<file path="src/rtl/mem_pkg.sv">
// Shared memory-side definitions: port FSM encoding, datapath widths and
// the wrap-safe instruction age compare used across the core.
package mem_pkg;
    localparam int DM_W  = 32;
    localparam int INO_W = 32;
    localparam int REG_W = 5;

    typedef enum logic [1:0] {
        IDLE    = 2'd0,
        LD_WAIT = 2'd1,
        ST_WAIT = 2'd2
    } mem_state_t;

    // True when a was issued before b; stays correct across instruction-number wrap.
    function automatic logic older(input logic [INO_W-1:0] a, input logic [INO_W-1:0] b);
        return $signed(a - b) < 0;
    endfunction
endpackage

</file>
<file path="src/rtl/age_arbiter.sv">
// Picks the winner between the load and store buffers: oldest first, unless
// one side has won too many contested rounds in a row. gnt[0]=load, gnt[1]=store.
module age_arbiter
    import mem_pkg::*;
#(
    parameter int STARVE_LIM = 4,
    parameter int SC_W       = 3
) (
    input  logic             ld_req,
    input  logic             st_req,
    input  logic [INO_W-1:0] ld_instrno,
    input  logic [INO_W-1:0] st_instrno,
    input  logic [SC_W-1:0]  starve_cnt,
    input  logic             last_st,
    output logic [1:0]       gnt
);
    localparam logic [SC_W-1:0] LIM = SC_W'(STARVE_LIM);

    always_comb begin
        gnt = 2'b00;
        if (ld_req && st_req) begin
            if (starve_cnt == LIM) begin
                gnt = last_st ? 2'b01 : 2'b10;
            end else if (older(ld_instrno, st_instrno)) begin
                gnt = 2'b01;
            end else begin
                gnt = 2'b10;
            end
        end else if (ld_req) begin
            gnt = 2'b01;
        end else if (st_req) begin
            gnt = 2'b10;
        end
    end
endmodule

</file>
<file path="src/rtl/mem_port_arbiter.sv">
// Shares the single data-memory port between the load and store buffers,
// runs the variable-latency handshake with a timeout, and reports completions.
module mem_port_arbiter
    import mem_pkg::*;
#(
    parameter int STARVE_LIM = 4,
    parameter int TIMEOUT    = 64,
    parameter int CNT_W      = 7
) (
    input  logic             clk,
    input  logic             rst,
    input  logic             ld_req,
    input  logic [INO_W-1:0] ld_instrno,
    input  logic [DM_W-1:0]  ld_addr,
    input  logic [REG_W-1:0] ld_rt,
    output logic             ld_gnt,
    input  logic             st_req,
    input  logic [INO_W-1:0] st_instrno,
    input  logic [DM_W-1:0]  st_addr,
    input  logic [DM_W-1:0]  st_data,
    output logic             st_gnt,
    output logic             dm_req,
    output logic             dm_we,
    output logic [DM_W-1:0]  dm_addr,
    output logic [DM_W-1:0]  dm_wdata,
    input  logic             dm_ack,
    input  logic [DM_W-1:0]  dm_rdata,
    output logic             ld_done,
    output logic [INO_W-1:0] ld_done_instrno,
    output logic [REG_W-1:0] ld_done_rt,
    output logic [DM_W-1:0]  ld_done_data,
    output logic             st_done,
    output logic [INO_W-1:0] st_done_instrno,
    output logic             dm_err,
    output logic             busy
);
    localparam int SC_W = $clog2(STARVE_LIM + 1);
    localparam logic [CNT_W-1:0] TO_LAST = CNT_W'(TIMEOUT - 1);

    mem_state_t       state;
    mem_state_t       state_nx;
    logic [1:0]       win;
    logic             idle;
    logic             contested;
    logic             acked;
    logic             aborted;
    logic [SC_W-1:0]  starve_cnt;
    logic             last_st;
    logic [CNT_W-1:0] to_cnt;
    logic [INO_W-1:0] lat_instrno;
    logic [REG_W-1:0] lat_rt;

    age_arbiter #(
        .STARVE_LIM(STARVE_LIM),
        .SC_W      (SC_W)
    ) u_age_arbiter (
        .ld_req    (ld_req),
        .st_req    (st_req),
        .ld_instrno(ld_instrno),
        .st_instrno(st_instrno),
        .starve_cnt(starve_cnt),
        .last_st   (last_st),
        .gnt       (win)
    );

    // No grant while held in reset: the buffer would retire an entry nobody latches.
    assign idle      = (state == IDLE) && rst;
    assign ld_gnt    = idle && win[0];
    assign st_gnt    = idle && win[1];
    assign contested = ld_req && st_req;
    assign busy      = (state != IDLE);

    always_ff @(posedge clk or negedge rst) begin
        if (!rst) begin
            state <= IDLE;
        end else begin
            state <= state_nx;
        end
    end

    always_comb begin
        state_nx = state;
        acked    = 1'b0;
        aborted  = 1'b0;
        case (state)
            IDLE: begin
                if (ld_gnt) begin
                    state_nx = LD_WAIT;
                end else if (st_gnt) begin
                    state_nx = ST_WAIT;
                end
            end
            LD_WAIT, ST_WAIT: begin
                if (dm_ack) begin
                    state_nx = IDLE;
                    acked    = 1'b1;
                end else if (to_cnt == TO_LAST) begin
                    state_nx = IDLE;
                    aborted  = 1'b1;
                end
            end
            default: state_nx = IDLE;
        endcase
    end

    // Only contested grants feed the fairness history; an uncontested grant clears the streak.
    always_ff @(posedge clk or negedge rst) begin
        if (!rst) begin
            starve_cnt <= '0;
            last_st    <= 1'b0;
        end else if (ld_gnt || st_gnt) begin
            if (contested) begin
                starve_cnt <= (st_gnt == last_st) ? starve_cnt + 1'b1 : SC_W'(1);
                last_st    <= st_gnt;
            end else begin
                starve_cnt <= '0;
            end
        end
    end

    always_ff @(posedge clk or negedge rst) begin
        if (!rst) begin
            dm_req          <= 1'b0;
            dm_we           <= 1'b0;
            dm_addr         <= '0;
            dm_wdata        <= '0;
            lat_instrno     <= '0;
            lat_rt          <= '0;
            to_cnt          <= '0;
            ld_done         <= 1'b0;
            ld_done_instrno <= '0;
            ld_done_rt      <= '0;
            ld_done_data    <= '0;
            st_done         <= 1'b0;
            st_done_instrno <= '0;
            dm_err          <= 1'b0;
        end else begin
            ld_done <= 1'b0;
            st_done <= 1'b0;
            dm_err  <= 1'b0;
            if (ld_gnt || st_gnt) begin
                dm_req      <= 1'b1;
                dm_we       <= st_gnt;
                dm_addr     <= st_gnt ? st_addr : ld_addr;
                dm_wdata    <= st_gnt ? st_data : '0;
                lat_instrno <= st_gnt ? st_instrno : ld_instrno;
                lat_rt      <= st_gnt ? '0 : ld_rt;
                to_cnt      <= '0;
            end else if (acked) begin
                dm_req <= 1'b0;
                if (state == LD_WAIT) begin
                    ld_done         <= 1'b1;
                    ld_done_instrno <= lat_instrno;
                    ld_done_rt      <= lat_rt;
                    ld_done_data    <= dm_rdata;
                end else begin
                    st_done         <= 1'b1;
                    st_done_instrno <= lat_instrno;
                end
            end else if (aborted) begin
                dm_req <= 1'b0;
                dm_err <= 1'b1;
                to_cnt <= to_cnt + 1'b1;
            end else if (busy) begin
                to_cnt <= to_cnt + 1'b1;
            end
        end
    end
endmodule

</file>
<file path="config.mk">
export PLATFORM = sky130hd
export DESIGN_NAME = mem_port_arbiter
export DESIGN_NICKNAME = d
export VERILOG_FILES = /design/src/rtl/mem_pkg.sv /design/src/rtl/age_arbiter.sv /design/src/rtl/mem_port_arbiter.sv
export SDC_FILE = /design/constraint.sdc
export NUM_CORES = 1
export LEC_CHECK = 0
export ABC_AREA = 0
export CAP_MARGIN = 20
export CORE_MARGIN = 2
export CORE_UTILIZATION = 46
export CTS_BUF_LIST = sky130_fd_sc_hd__clkbuf_8
export CTS_CLUSTER_DIAMETER = 120
export DETAILED_ROUTE_END_ITERATION = 8
export MAX_ROUTING_LAYER = met4
export PLACE_DENSITY = 0.86
export SETUP_SLACK_MARGIN = 0.02
export SYNTH_ARGS = -nofsm -noshare
export SYNTH_HDL_FRONTEND = slang
export SYNTH_SLANG_ARGS = --single-unit
</file>
<file path="constraint.sdc">
create_clock -name clk -period 3.3 [get_ports clk]
set_input_delay 0.33 -clock clk [delete_from_list [all_inputs] [get_ports clk]]
set_output_delay 0.33 -clock clk [all_outputs]
set_load 0.05 [all_outputs]
</file>
* After elaboration in Yosys (flattened, before gate mapping)
Index checks and enable logic that the tools add are counted.
W data, S select, Z words.
** Storage, ports and cells
- Register bits :: 220
- Latch bits :: 0
- Bits in writable memories :: 0
- Bits in read-only memories :: 0
- Bits of input ports :: 202
- Output and inout bits :: 173
- Logic and storage cells :: 84
- Memories kept :: 0
** Cells by class
- Add/subtract/negate cells :: 3
- Multiply operators :: 0
- Divide/modulo/power cells :: 0
- Order comparisons :: 1
- Eq/ne operators :: 8
- Shift-type cells :: 0
- Multiplexer cells :: 38
- Bitwise logic cells :: 2
- Reductions and logical operators :: 15
** Operators by type and width (count)
- $mux W32 :: 3
- $lt A32 B1 Y1 const B :: 1
- $sub A32 B32 Y32 :: 1
- $mux W7 :: 4
- $mux W2 :: 10
- $mux W1 :: 17
- $add A7 B1 Y7 const B :: 1
- $eq A7 B6 Y1 const B :: 1
- $mux W3 :: 2
- $ne A3 B3 Y1 const B :: 2
- $reduce_and A2 Y1 :: 3
- $reduce_and A3 Y1 :: 2
- $reduce_bool A3 Y1 :: 2
- $mux W5 :: 1
- $logic_and A1 B1 Y1 :: 4
- $pmux W2 S2 :: 1
- $add A3 B1 Y3 const B :: 1
- $eq A3 B3 Y1 const B :: 1
- $eq A2 B1 Y1 const B :: 1
- $eq A2 B2 Y1 const B :: 1
- $logic_not A2 Y1 :: 1
- $ne A2 B1 Y1 const B :: 1
- $not A1 Y1 :: 2
- $reduce_bool A2 Y1 :: 1
- other kinds (3) :: 3

* Longest topological paths before layout
- Word-level depth :: 9
- Depth in mapped cells :: 13
- Depth with buffers taken out :: 11

* Cells and area by module
A second synthesis with hierarchy kept.
** Second synthesis, totals
- Cells, all modules :: 864
- Area, all modules :: 9679.3 µm²
** By module, submodules not included
- mem_port_arbiter :: instances 1, cells each 738, area an instance 8817.2 µm², sequential area each 5505.3 µm²
- age_arbiter :: instances 1, cells each 126, area an instance 862.1 µm², sequential area each 0.0 µm²

* Worst setup path before layout
Ideal clock, no wire load.
- Path kind :: input to output
- From :: input st_instrno[18]
- To :: output st_gnt
- Arrival :: 2.719 ns
- Data required time :: 2.970 ns
- Slack :: 0.251 ns
- Stages on the path :: 11
- Buffers on the path :: 2
- Path through :: inv_1 ha_1 and3_1 a221o_1 a221oi_2 o211ai_1 a21o_1 a311o_1 inv_2 buf_6 buf_2
** Between the ends
- Longest elaborated chain between the ends :: 6
** Ends and longest elaborated chain
- start: declaration :: RTL line mem_port_arbiter.sv:18 : input logic [INO_W-1:0] st_instrno,
- $sub A32 B32 Y32 :: RTL line mem_pkg.sv:16 : return $signed(a - b) < 0;
- $lt A32 B1 Y1 :: RTL line mem_pkg.sv:16
- $mux W2 :: RTL line age_arbiter.sv:24 : end else if (older(ld_instrno, st_instrno)) begin
- $mux W2 :: RTL line age_arbiter.sv:22 : if (starve_cnt == LIM) begin
- $mux W2 :: RTL line age_arbiter.sv:21 : if (ld_req && st_req) begin
- $logic_and A1 B1 Y1 :: RTL line mem_port_arbiter.sv:69 : assign st_gnt = idle && win[1];
- end: declaration :: RTL line mem_port_arbiter.sv:21 : output logic st_gnt,
Every way passes these cells.

* Worst setup path after layout
- From :: input st_instrno[18]
- To :: output ld_gnt
** Between the ends
- Longest elaborated chain between the ends :: 6
** Ends and longest elaborated chain
- $sub A32 B32 Y32 :: RTL line mem_pkg.sv:16
- $lt A32 B1 Y1 :: RTL line mem_pkg.sv:16
- $mux W2 :: RTL line age_arbiter.sv:24
- $mux W2 :: RTL line age_arbiter.sv:22
- $mux W2 :: RTL line age_arbiter.sv:21
- $logic_and A1 B1 Y1 :: RTL line mem_port_arbiter.sv:68 : assign ld_gnt = idle && win[0];
- end: declaration :: RTL line mem_port_arbiter.sv:16 : output logic ld_gnt,
Every way passes these cells.

==> out/results.tsv <==
metric	value	unit
status	complete, no violations	
initial antenna violation count	2	
Root Driver	clkbuf_8	
final count of hold timing violations	0	
worst vdd ir	0.884	mV
CP Launch Point	st_instrno[18]	
clk buf depth	3	
Mapped Area	0.00975	mm²
gpl congestion	0.872	
Skew-Pair Late Insertion Delay	0.53	ns
XOR/XNOR Fraction of Synth Area	0.00629	
antenna-violating nets left	0	
fin util	0.716	
Post-Synthesis Cells	995	
Slowest-stage cell, CP	a221o_1	
Fmax	0.317	GHz
routed wire length	30.0	mm
Clock Pin Slew Worst Setup and Hold Paths	0.06	ns
Cell Pwr Density	1040	mW/mm²
CP max stage delay	0.36	ns
number of vias per cell	5.23	
Compound-Gate Fraction of Synth Area	0.142	
row cnt	53	
post-synthesis adder-cell area fraction	0.0462	
area grow syn2layout	53.4	%
vias in the first global route	9410	
CP Class	in2out	
largest family of logic cells by synthesized area	simple AND/OR/NAND/NOR gates	
fillers	1486	
most frequent CP cell	buf_12	
H-tree depth	2	
Remaining DRCs	0	
layout net count	1643	
RR Startpoint	starve_cnt[0]	
First DRT Iteration DRCs	505	
Vias	8948	
Worst slew margin	0.364	
register area	0.00551	mm²
unrepaired setup endpoints after global routing	no	
WP data required	2.97	ns
critical path's top delay family	compound AO/OA/AOI/OAI gates	
Routed wire per std cell	17.6	µm
worst hold path class	in2reg	
worst-path fanout max	8	
CP Cell Sequence	dlygate4sd2_1, inv_1, ha_4, and3_4, a221o_1, a221oi_2, o211ai_1, buf_4, a211o_1, nand4_1, inv_2, buf_12, buf_12	
flop and latch count out of synthesis	220	
Leak Pwr	7.09	nW
overall routing resource usage	0.275	
Yosys cell types	42	
Data arrival, critical path	2.82	ns
slew at the pin closest to its max-slew limit	0.953	ns
Max Slew Vio Count	0	
clock sinks	220	
number of max-cap violations	0	
share of cells above drive strength 1	0.120	
fin crit share	0.955	
DR pass1 iterations	5	
post-synthesis mux area share	0.0412	
Total Die Area	0.0224	mm²
syn_nets	1233	
Min Hold Slack	0.139	ns
initial core utilization	0.467	
I/O Pins	375	
GR Overflow Total	0	
Mean Syn Cell Area	9.80	µm²
total CTS buffers	38	
Post-DP Area	0.0141	mm²
placed wire-length estimate	21.3	mm
core area	0.0209	mm²
Worst Path Buf+Inv	6	
register area share after synthesis	0.565	
CTS tree	built	
die height	150	µm
DIE WIDTH	150	µm
Final setup viols	0	
crit path capture type	output pin	
Port Buffers	374	
setup TNS	0	ns
Tmin final	3.15	ns
Synth Area in Simple Gates	0.156	
Ys Warns	0	
Worst setup SP type	primary input	
Setup Skew	0.0179	ns
post-route cell area	0.0149	mm²
largest net degree at the start of global routing	163	
global-route wire length before repair	47.4	mm
hold_sp	st_instrno[16]	
multi-input gate area in the final layout	0.00389	mm²
## power breakdown
part / switching, mW / leakage (nW) / total [mW] / internal, mW
sequential: 0.806 / 2.72 / 4.79 / 3.99
clock: 1.07 / 0.421 / 2.30 / 1.23
combinational: 5.51 / 3.95 / 8.53 / 3.02
total: 7.38 / 7.09 / 15.6 / 8.23
## cells in the mapped netlist, drive strengths merged
cell    instances  area share
a211o           1     0.00090
a211oi          2      0.0015
a21boi          1     0.00077
a21o            3      0.0023
a21oi         123       0.071
a221o           1      0.0010
a221oi          1      0.0015
a22o           32       0.029
a22oi          30       0.023
a311o           1      0.0010
a32oi           2      0.0018
and2            2      0.0013
and3            3      0.0019
buf            21       0.013
clkbuf         35       0.013
dfrtp         220        0.56
ha             36       0.046
inv            42       0.016
mux2           33       0.038
mux2i           3      0.0031
nand2         305        0.12
nand2b          3      0.0019
nand3           6      0.0031
nand4           9      0.0058
nor2           50       0.019
nor2b           3      0.0019
nor3            1     0.00051
nor4            3      0.0019
o211ai          2      0.0015
o21ai           9      0.0046
o22ai           1     0.00064
o32ai           1     0.00090
o41ai           1     0.00090
or2             1     0.00064
or3             1     0.00064
xnor2           3      0.0027
xor2            4      0.0036
## through the flow
| stage | std cells | worst slack [ns] | power, mW |
|---|---|---|---|
| 3_5_place_dp | 1629 | -0.315 | 13.3 |
| 4_1_cts | 1701 | 0.0399 | 15.7 |
| 2_1_floorplan | 995 | 0.251 | 10.1 |
| 5_1_grt | 1707 | 0.0170 | 16.5 |
| 3_3_place_gp | 1629 | -0.183 | 13.1 |
| 6_report | 1710 | 0.147 | 15.6 |
## cells in the final DEF, fill, tap and decap left out, types with 3 or more instances in the layout
cell type	Yosys	layout
a21o_1	3	3
a21oi_1	103	103
a21oi_2	20	20
a22o_1	32	32
a22oi_1	30	30
buf_12	0	14
buf_4	0	38
clkbuf_8	0	45
clkdlybuf4s50_1	0	365
clkinv_2	0	3
dfrtp_1	220	220
diode_2	0	5
dlymetal6s2s_1	0	5
ha_1	36	33
ha_4	0	3
inv_1	39	53
inv_2	3	4
mux2_2	33	33
mux2i_1	3	3
nand2_1	305	305
nand2b_1	3	3
nand3_1	6	6
nand4_1	9	9
nor2_1	50	49
nor2b_1	3	3
nor4_1	3	3
o21ai_0	8	8
xnor2_1	3	3
xor2_1	4	4
## path summary, 6_finish.rpt
path | endpoint | slack (ns) | cells after the start
setup / recovery | ld_gnt | 0.15 | 13
hold / removal | lat_instrno[16] | 0.14 | 3
hold reg to reg | ld_done_data[0] | 0.47 | 2
min in group asynchronous | ld_done_instrno[31] | 0.48 | 3
setup reg to reg | state[1] | 0.67 | 15
max in group asynchronous | ld_done_data[14] | 1.47 | 4
## kinds of logic after synthesis
kind of cell | after synthesis
AOI/OAI and AO/OA | 211
xor gates and xnor gates | 7
adders and majority gates | 36
buffers and inverters | 98
DFF | 220
muxes | 36
and+or+nand+nor | 387
## flip-flops by register name, indices dropped and copies added, names as in the netlist
register and cells:
dm_addr 32, dm_wdata 32, lat_instrno 32, ld_done_data 32
ld_done_instrno 32, st_done_instrno 32, to_cnt 7, lat_rt 5
ld_done_rt 5, starve_cnt 3, state 2, dm_err 1
dm_req 1, dm_we 1, last_st 1, ld_done 1
st_done 1
## what timing repair did
item / 4_1_cts / 5_1_grt
hold buffers: 0 / 1
resized for setup: 5 / 11
pin swaps: 5 / 4
setup buffers: 7 / 3
endpoints found under the hold margin: 0 / 2
setup endpoints to repair: 2 / 81
## cell type report
cell class              instances  share of cell area
diodes                          5            0.000837
well taps                     275              0.0230
inverters                      42              0.0110
repair buffers                426               0.289
flip-flops and latches        220               0.368
clock buffers                  45              0.0414
clock inverters                20             0.00552
multi-input cells             677               0.260
## routing by layer
layer,GRT usage,vias up,wire length [µm]
met1,0.311,4304,11100
met3,0.0771,90,2660
met5,-,-,0
li1,-,4155,-
met2,0.458,399,15000
met4,0.119,0,1250
## worst reg2reg max path: cells and delay by family, from the launching register on
family	cells	cell delay, ns
compound gates	3	0.78
buf+inv	8	0.89
fa+ha+maj	1	0.22
simple gates	3	0.30
flops	1	0.37
(Power assumes the default switching activity.)
